<file path="src/rtl/alu_uart_interface_pkg.sv">
// Shared definitions for the ALU byte-stream front end: default data width,
// ALU opcode values and a reference evaluation of the TP2 ALU operations.
package alu_uart_interface_pkg;

    localparam int NB_DATA_DEF = 8;

    localparam logic [7:0] OP_ADD = 8'h20;
    localparam logic [7:0] OP_SRL = 8'h21;
    localparam logic [7:0] OP_SUB = 8'h22;
    localparam logic [7:0] OP_SRA = 8'h23;
    localparam logic [7:0] OP_AND = 8'h24;
    localparam logic [7:0] OP_OR  = 8'h25;
    localparam logic [7:0] OP_XOR = 8'h26;
    localparam logic [7:0] OP_NOR = 8'h27;

    // Combinational ALU behaviour; unknown opcodes yield zero.
    function automatic logic [7:0] aluCompute(input logic [7:0] a,
                                              input logic [7:0] b,
                                              input logic [7:0] op);
        logic [7:0] result;
        case (op)
            OP_ADD:  result = a + b;
            OP_SRL:  result = a >> b;
            OP_SUB:  result = a - b;
            OP_SRA:  result = $signed(a) >>> b;
            OP_AND:  result = a & b;
            OP_OR:   result = a | b;
            OP_XOR:  result = a ^ b;
            OP_NOR:  result = ~(a | b);
            default: result = 8'h00;
        endcase
        return result;
    endfunction

endpackage

</file>
<file path="src/rtl/alu_uart_interface_if.sv">
// Bundle of the UART-side and ALU-side signals seen by the front end.
// The master modport is the front end itself; the slave modport is the
// surrounding UART/ALU logic.
interface alu_uart_interface_if
    import alu_uart_interface_pkg::*;
#(
    parameter int NB_DATA = NB_DATA_DEF
);

    logic [NB_DATA-1:0] rx_data;
    logic               rx_done;
    logic [NB_DATA-1:0] alu_result;
    logic               tx_done;
    logic [NB_DATA-1:0] alu_a;
    logic [NB_DATA-1:0] alu_b;
    logic [NB_DATA-1:0] alu_op;
    logic [NB_DATA-1:0] tx_data;
    logic               tx_start;
    logic               busy;
    logic               drop;

    modport master (
        input  rx_data, rx_done, alu_result, tx_done,
        output alu_a, alu_b, alu_op, tx_data, tx_start, busy, drop
    );

    modport slave (
        output rx_data, rx_done, alu_result, tx_done,
        input  alu_a, alu_b, alu_op, tx_data, tx_start, busy, drop
    );

endinterface

</file>
<file path="src/rtl/alu_uart_interface.sv">
// Byte-stream front end for the ALU: collects operand A, operand B and the
// opcode from the UART receiver, lets the ALU settle for one cycle, then
// hands the result to the UART transmitter. Bytes arriving while a result
// is in flight are discarded and flagged on drop. A stalled command is
// abandoned after TIMEOUT_CYC idle cycles between bytes (0 disables this).
module alu_uart_interface
    import alu_uart_interface_pkg::*;
#(
    parameter int NB_DATA     = NB_DATA_DEF,
    parameter int TIMEOUT_CYC = 50_000_000
)
(
    input  logic                 clk,
    input  logic                 rst_n,
    alu_uart_interface_if.master bus
);

    localparam int CNT_W = (TIMEOUT_CYC > 0) ? $clog2(TIMEOUT_CYC + 1) : 1;
    localparam logic [CNT_W-1:0] CNT_LAST =
        (TIMEOUT_CYC > 0) ? CNT_W'(TIMEOUT_CYC - 1) : '0;

    typedef enum logic [2:0] {
        ST_WAIT_A,
        ST_WAIT_B,
        ST_WAIT_OP,
        ST_CAPTURE,
        ST_SEND,
        ST_WAIT_TX
    } state_e;

    state_e             r_state;
    logic [CNT_W-1:0]   r_count;
    logic [NB_DATA-1:0] r_aluA;
    logic [NB_DATA-1:0] r_aluB;
    logic [NB_DATA-1:0] r_aluOp;
    logic [NB_DATA-1:0] r_txData;
    logic               r_txStart;
    logic               r_busy;
    logic               r_drop;
    logic               w_expire;

    assign w_expire = (TIMEOUT_CYC > 0) && (r_count == CNT_LAST);

    // Command sequencer: byte collection, result capture, transmit handshake
    // and inter-byte timeout; r_busy mirrors CAPTURE/SEND/WAIT_TX membership.
    always_ff @(posedge clk or negedge rst_n) begin
        if (!rst_n) begin
            r_state   <= ST_WAIT_A;
            r_count   <= '0;
            r_aluA    <= '0;
            r_aluB    <= '0;
            r_aluOp   <= '0;
            r_txData  <= '0;
            r_txStart <= 1'b0;
            r_busy    <= 1'b0;
            r_drop    <= 1'b0;
        end else begin
            r_drop    <= bus.rx_done && r_busy;
            r_txStart <= 1'b0;
            case (r_state)
                ST_WAIT_A: begin
                    r_count <= '0;
                    if (bus.rx_done) begin
                        r_aluA  <= bus.rx_data;
                        r_state <= ST_WAIT_B;
                    end
                end
                ST_WAIT_B: begin
                    if (bus.rx_done) begin
                        r_aluB  <= bus.rx_data;
                        r_count <= '0;
                        r_state <= ST_WAIT_OP;
                    end else if (w_expire) begin
                        r_count <= '0;
                        r_state <= ST_WAIT_A;
                    end else if (TIMEOUT_CYC > 0) begin
                        r_count <= r_count + CNT_W'(1);
                    end
                end
                ST_WAIT_OP: begin
                    if (bus.rx_done) begin
                        r_aluOp <= bus.rx_data;
                        r_count <= '0;
                        r_busy  <= 1'b1;
                        r_state <= ST_CAPTURE;
                    end else if (w_expire) begin
                        r_count <= '0;
                        r_state <= ST_WAIT_A;
                    end else if (TIMEOUT_CYC > 0) begin
                        r_count <= r_count + CNT_W'(1);
                    end
                end
                ST_CAPTURE: begin
                    r_txData  <= bus.alu_result;
                    r_txStart <= 1'b1;
                    r_state   <= ST_SEND;
                end
                ST_SEND: begin
                    r_state <= ST_WAIT_TX;
                end
                ST_WAIT_TX: begin
                    if (bus.tx_done) begin
                        r_busy  <= 1'b0;
                        r_state <= ST_WAIT_A;
                    end
                end
                default: begin
                    r_count <= '0;
                    r_busy  <= 1'b0;
                    r_state <= ST_WAIT_A;
                end
            endcase
        end
    end

    assign bus.alu_a    = r_aluA;
    assign bus.alu_b    = r_aluB;
    assign bus.alu_op   = r_aluOp;
    assign bus.tx_data  = r_txData;
    assign bus.tx_start = r_txStart;
    assign bus.busy     = r_busy;
    assign bus.drop     = r_drop;

endmodule

</file>
<file path="src/flat_wrapper.sv">
// flat-port wrapper written by rule: the top's interface ports become plain ports
module alu_uart_interface_flat import alu_uart_interface_pkg::*;
#(
    parameter int NB_DATA     = NB_DATA_DEF,
    parameter int TIMEOUT_CYC = 50_000_000
)
  (clk, rst_n, bus_rx_data, bus_rx_done, bus_alu_result, bus_tx_done, bus_alu_a, bus_alu_b, bus_alu_op, bus_tx_data, bus_tx_start, bus_busy, bus_drop);
  alu_uart_interface_if #(.NB_DATA(NB_DATA)) bus_i ();
  input  logic clk;
  input  logic rst_n;
  input wire logic [$bits(bus_i.rx_data)-1:0] bus_rx_data;
  input wire logic [$bits(bus_i.rx_done)-1:0] bus_rx_done;
  input wire logic [$bits(bus_i.alu_result)-1:0] bus_alu_result;
  input wire logic [$bits(bus_i.tx_done)-1:0] bus_tx_done;
  output wire logic [$bits(bus_i.alu_a)-1:0] bus_alu_a;
  output wire logic [$bits(bus_i.alu_b)-1:0] bus_alu_b;
  output wire logic [$bits(bus_i.alu_op)-1:0] bus_alu_op;
  output wire logic [$bits(bus_i.tx_data)-1:0] bus_tx_data;
  output wire logic [$bits(bus_i.tx_start)-1:0] bus_tx_start;
  output wire logic [$bits(bus_i.busy)-1:0] bus_busy;
  output wire logic [$bits(bus_i.drop)-1:0] bus_drop;
  assign bus_i.rx_data = bus_rx_data;
  assign bus_i.rx_done = bus_rx_done;
  assign bus_i.alu_result = bus_alu_result;
  assign bus_i.tx_done = bus_tx_done;
  assign bus_alu_a = bus_i.alu_a;
  assign bus_alu_b = bus_i.alu_b;
  assign bus_alu_op = bus_i.alu_op;
  assign bus_tx_data = bus_i.tx_data;
  assign bus_tx_start = bus_i.tx_start;
  assign bus_busy = bus_i.busy;
  assign bus_drop = bus_i.drop;
  alu_uart_interface #(.NB_DATA(NB_DATA), .TIMEOUT_CYC(TIMEOUT_CYC)) u_core (.clk(clk), .rst_n(rst_n), .bus(bus_i));
endmodule
</file>
<file path="config.mk">
export PLATFORM = sky130hd
export DESIGN_NAME = alu_uart_interface_flat
export DESIGN_NICKNAME = d
export VERILOG_FILES = /design/src/rtl/alu_uart_interface_pkg.sv /design/src/rtl/alu_uart_interface_if.sv /design/src/rtl/alu_uart_interface.sv /design/src/flat_wrapper.sv
export SDC_FILE = /design/constraint.sdc
export NUM_CORES = 1
export LEC_CHECK = 0
export CORE_MARGIN = 3
export CORE_UTILIZATION = 47
export DETAILED_ROUTE_END_ITERATION = 16
export PLACE_DENSITY = 0.82
export SLEW_MARGIN = 15
export SYNTH_ARGS = -nofsm -noshare
export SYNTH_HDL_FRONTEND = slang
export SYNTH_SLANG_ARGS = --single-unit
</file>
<file path="constraint.sdc">
create_clock -name clk -period 1.55 [get_ports clk]
set_input_delay 0.155 -clock clk [delete_from_list [all_inputs] [get_ports clk]]
set_output_delay 0.155 -clock clk [all_outputs]
set_load 0.005 [all_outputs]
</file>
==> reports/qor.csv <==
stage,metric,value,unit
cells_and_area,Ant. Diodes,0,
sta,Max Transition Viols Final,0,
sta,Max transition margin,70.6,%
floorplanning,Core Area,6390,um2
synthesis,share of Yosys cell area claimed by the top area cell type,51.5,%
critical_path,Crit path depth,6,
critical_path,critical path class,flop to flop,
synthesis,YS warnings,0,
sta,Final setup viols,30,
critical_path,"CP delay by family, top",simple AND/OR/NAND/NOR gates,
synthesis,mean post-synth cell area,11.1,um2
clock_tree,Clock Sinks,64,
synthesis,Syn Nets,302,
cells_and_area,Final Util,73.7,%
clock_tree,Skew-Pair Late Insertion Delay,0.36,ns
detailed_routing,DR WL/cell,19.9,um
critical_path,Critical Path Max Stage Delay,0.57,ns
floorplanning,DIE HEIGHT,87.3,um
grt,global-route wire length before repair,14.1,mm
clock_tree,CTS buffer count,9,
cells_and_area,Seq. cell area,1600,um2
sta,Slew @ Worst Pin,0.437,ns
grt,vias in the first global route,2835,
floorplanning,Die ar.,7620,um2
power_and_ir_drop,PD cells,1580,nW/um2
floorplanning,Die Wd,87.3,um
grt,total track usage,24.3,%
sta,Tmin final,1.87,ns
floorplanning,Placement Rows,29,
detailed_routing,drt initial violations,273,
synthesis,async set-or-reset flop fraction in the synthesized netlist,100,%
sta,"Hold Vio Cnt, Final",0,
power_and_ir_drop,Pleak,2.02,nW
critical_path,R2R cell count,6,
critical_path,Crit Path Max Fanout,6,
synthesis,Netlist cell types,49,
detailed_routing,Via density,5.75,
clock_tree,CTS tree,built,
detailed_routing,drt pass-1 iters,5,
critical_path,Buffers & Inverters on Critical Path,1,
clock_tree,clock-pin slew on the worst setup and hold paths,0.07,ns
sta,FMAX,535,MHz
grt,largest net degree at the start of global routing,47,
clock_tree,Root Driver,clkbuf_8,
sta,clk_skew,0.0120,ns
synthesis,synth top area cells,"dfrtp_1 (52%), mux2_1 (5.8%), xnor2_1 (5.1%)",
sta,minimum hold slack,0.319,ns
cells_and_area,synth-to-layout area growth,51.4,%
cells_and_area,share of cells above drive strength 1,36.8,%
cells_and_area,filler instances,389,
synthesis,Synth Register Bits,64,
critical_path,CP Data Required Time,1.79,ns
sta,RSZ-0062 raised after global routing,yes,
sta,crit share post-route,121,%
critical_path,ordered list of cells on the worst path,or4_4 -> nor3_4 -> a41oi_2 -> buf_6 -> a31oi_2 -> o21ai_1,
hold_path,Hold Path Depth,3,
synthesis,Post-synth EDFFs,0,
sta,Worst Slack Setup Final,-0.319,ns
cells_and_area,most frequent cells in the layout,"dfrtp_1 (64), clkdlybuf4s50_1 (53), buf_4 (49)",
grt,initial antenna violation count,0,
critical_path,CP startpoint kind,flop,
synthesis,sequential-to-total area share from yosys stat,51.5,%
hold_path,Hold Crit Class,input port to flop,
job,Max Cap Viol,0,
run_status,violated checks,setup timing,
cells_and_area,nets@finish,419,
placed_design,DPL Wire Length,5.35,mm
critical_path,Worst Setup End Kind,flop,
floorplanning,Top-Level Pins,55,
placed_design,PortBufs,54,
grt,total grt overflow,0,
detailed_routing,detailed-route DRC error count,0,
power_and_ir_drop,Max IR drop VDD,0.00119,V
cells_and_area,area of the multi-input gates,1680,um2
synthesis,Syn Inst Count,281,
floorplanning,initial cell density of the core,48.7,%
synthesis,cell taking the most area after synthesis,dfrtp_1,
run_status,outcome,finished with violations,
critical_path,slowest CP cell,or4_4,
cells_and_area,"commonest non-fill, non-tap cell in the layout",dfrtp_1,
placed_design,GP Congestion,0.881,
synthesis,top_reg_cell synth,dfrtp_1,
power_and_ir_drop,Pwr Total,7.44,mW
synthesis,Synth Cell Area,3110,um2
clock_tree,H-tree level count,3,
detailed_routing,final wirelength,9.52,mm
detailed_routing,vias post-DR,2756,
clock_tree,Max clock buf depth,2,
critical_path,CP arrival,2.11,ns
detailed_routing,antenna-violating nets left,0,
cell families after synthesis:
kind of cell / synth area share (%)
xor gates and xnor gates: 5.64
buffers and inverters: 3.06
DFF: 51.5
muxes: 9.02
adders and majority gates: 0.403
and+or+nand+nor: 26.0
AOI/OAI and AO/OA: 4.31
per-stage QoR:
| stage | setup TNS [ns] | setup WS, ns | cell area, um2 | std cells |
|---|---|---|---|---|
| 5_1_grt | -9.82 | -0.407 | 4710 | 479 |
| 2_1_floorplan | -0.661 | -0.159 | 3140 | 281 |
| 3_5_place_dp | -5.54 | -0.204 | 4170 | 457 |
| 3_3_place_gp | -3.40 | -0.142 | 4170 | 457 |
| 4_1_cts | -3.92 | -0.217 | 4500 | 478 |
| 6_report | -6.99 | -0.319 | 4710 | 479 |
registers in the layout (all words and copies together), names as in the netlist:
register and flops:
u_core.bus.tx_data 8, u_core.bus.drop 1, u_core.bus.alu_b 8, u_core.bus.busy 1, u_core.bus.alu_a 8, u_core.r_state 3
u_core.bus.alu_op 8, u_core.r_count 26, u_core.bus.tx_start 1
where the power goes:
part / total (mW) / switching [mW] / internal (mW)
sequential: 2.50 / 0.315 / 2.18
clock: 1.41 / 0.680 / 0.733
combinational: 3.53 / 1.55 / 1.98
tightest hold or removal path, cell delays in order:
cell and delay (ns):
clkdlybuf4s50_1 0.39, nand2_1 0.05, nand2_1 0.04
worst paths after layout:
path,slack [ns],endpoint,start
max reg2reg,-0.32,u_core.r_count[12],u_core.r_count[11]
min,0.32,u_core.bus.tx_data[6],bus_alu_result[6]
max in group asynchronous,0.99,u_core.bus.tx_data[5],rst_n
min reg2reg,0.48,u_core.bus.alu_a[4],u_core.bus.alu_a[4]
max,-0.32,u_core.r_count[12],u_core.r_count[11]
min in group asynchronous,0.33,u_core.bus.alu_b[1],rst_n
area by class of cell:
type,instances,area share [%]
Inverter,7,0.611
Sequential cell,64,34.0
Tap cell,77,2.05
Timing Repair Buffer,117,23.6
Clock buffer,10,2.71
Multi-Input combinational cell,199,35.8
Clock inverter,5,1.25
repair_timing:
item                                   in CTS  in global routing
setup endpoints to repair                  35                 38
gates resized for setup                    23                 42
endpoints found under the hold margin      64                  0
cloned                                      1                  0
setup buffers                               5                  3
hold buffers                                1                  0
pin swaps                                  23                  9
Yosys cell counts, drive strengths merged (3+ instances only):
master  count
o21ai       6
dfrtp      64
nand4      11
a31oi       4
nand2      36
nand2b      3
inv         7
buf        10
nor3        8
nor2       33
and4        4
nor4       10
xnor2      18
mux2       24
nand3      11
routing by layer:
metal  up-vias  wire length (um)  GRT usage [%]
li1       1225                 -              -
met1      1358              3800           28.5
met2       127              4790           40.3
met3        46               549           5.68
met4         0               388           14.6
met5         -                 0              0
Power figures use the tool's default switching activity.
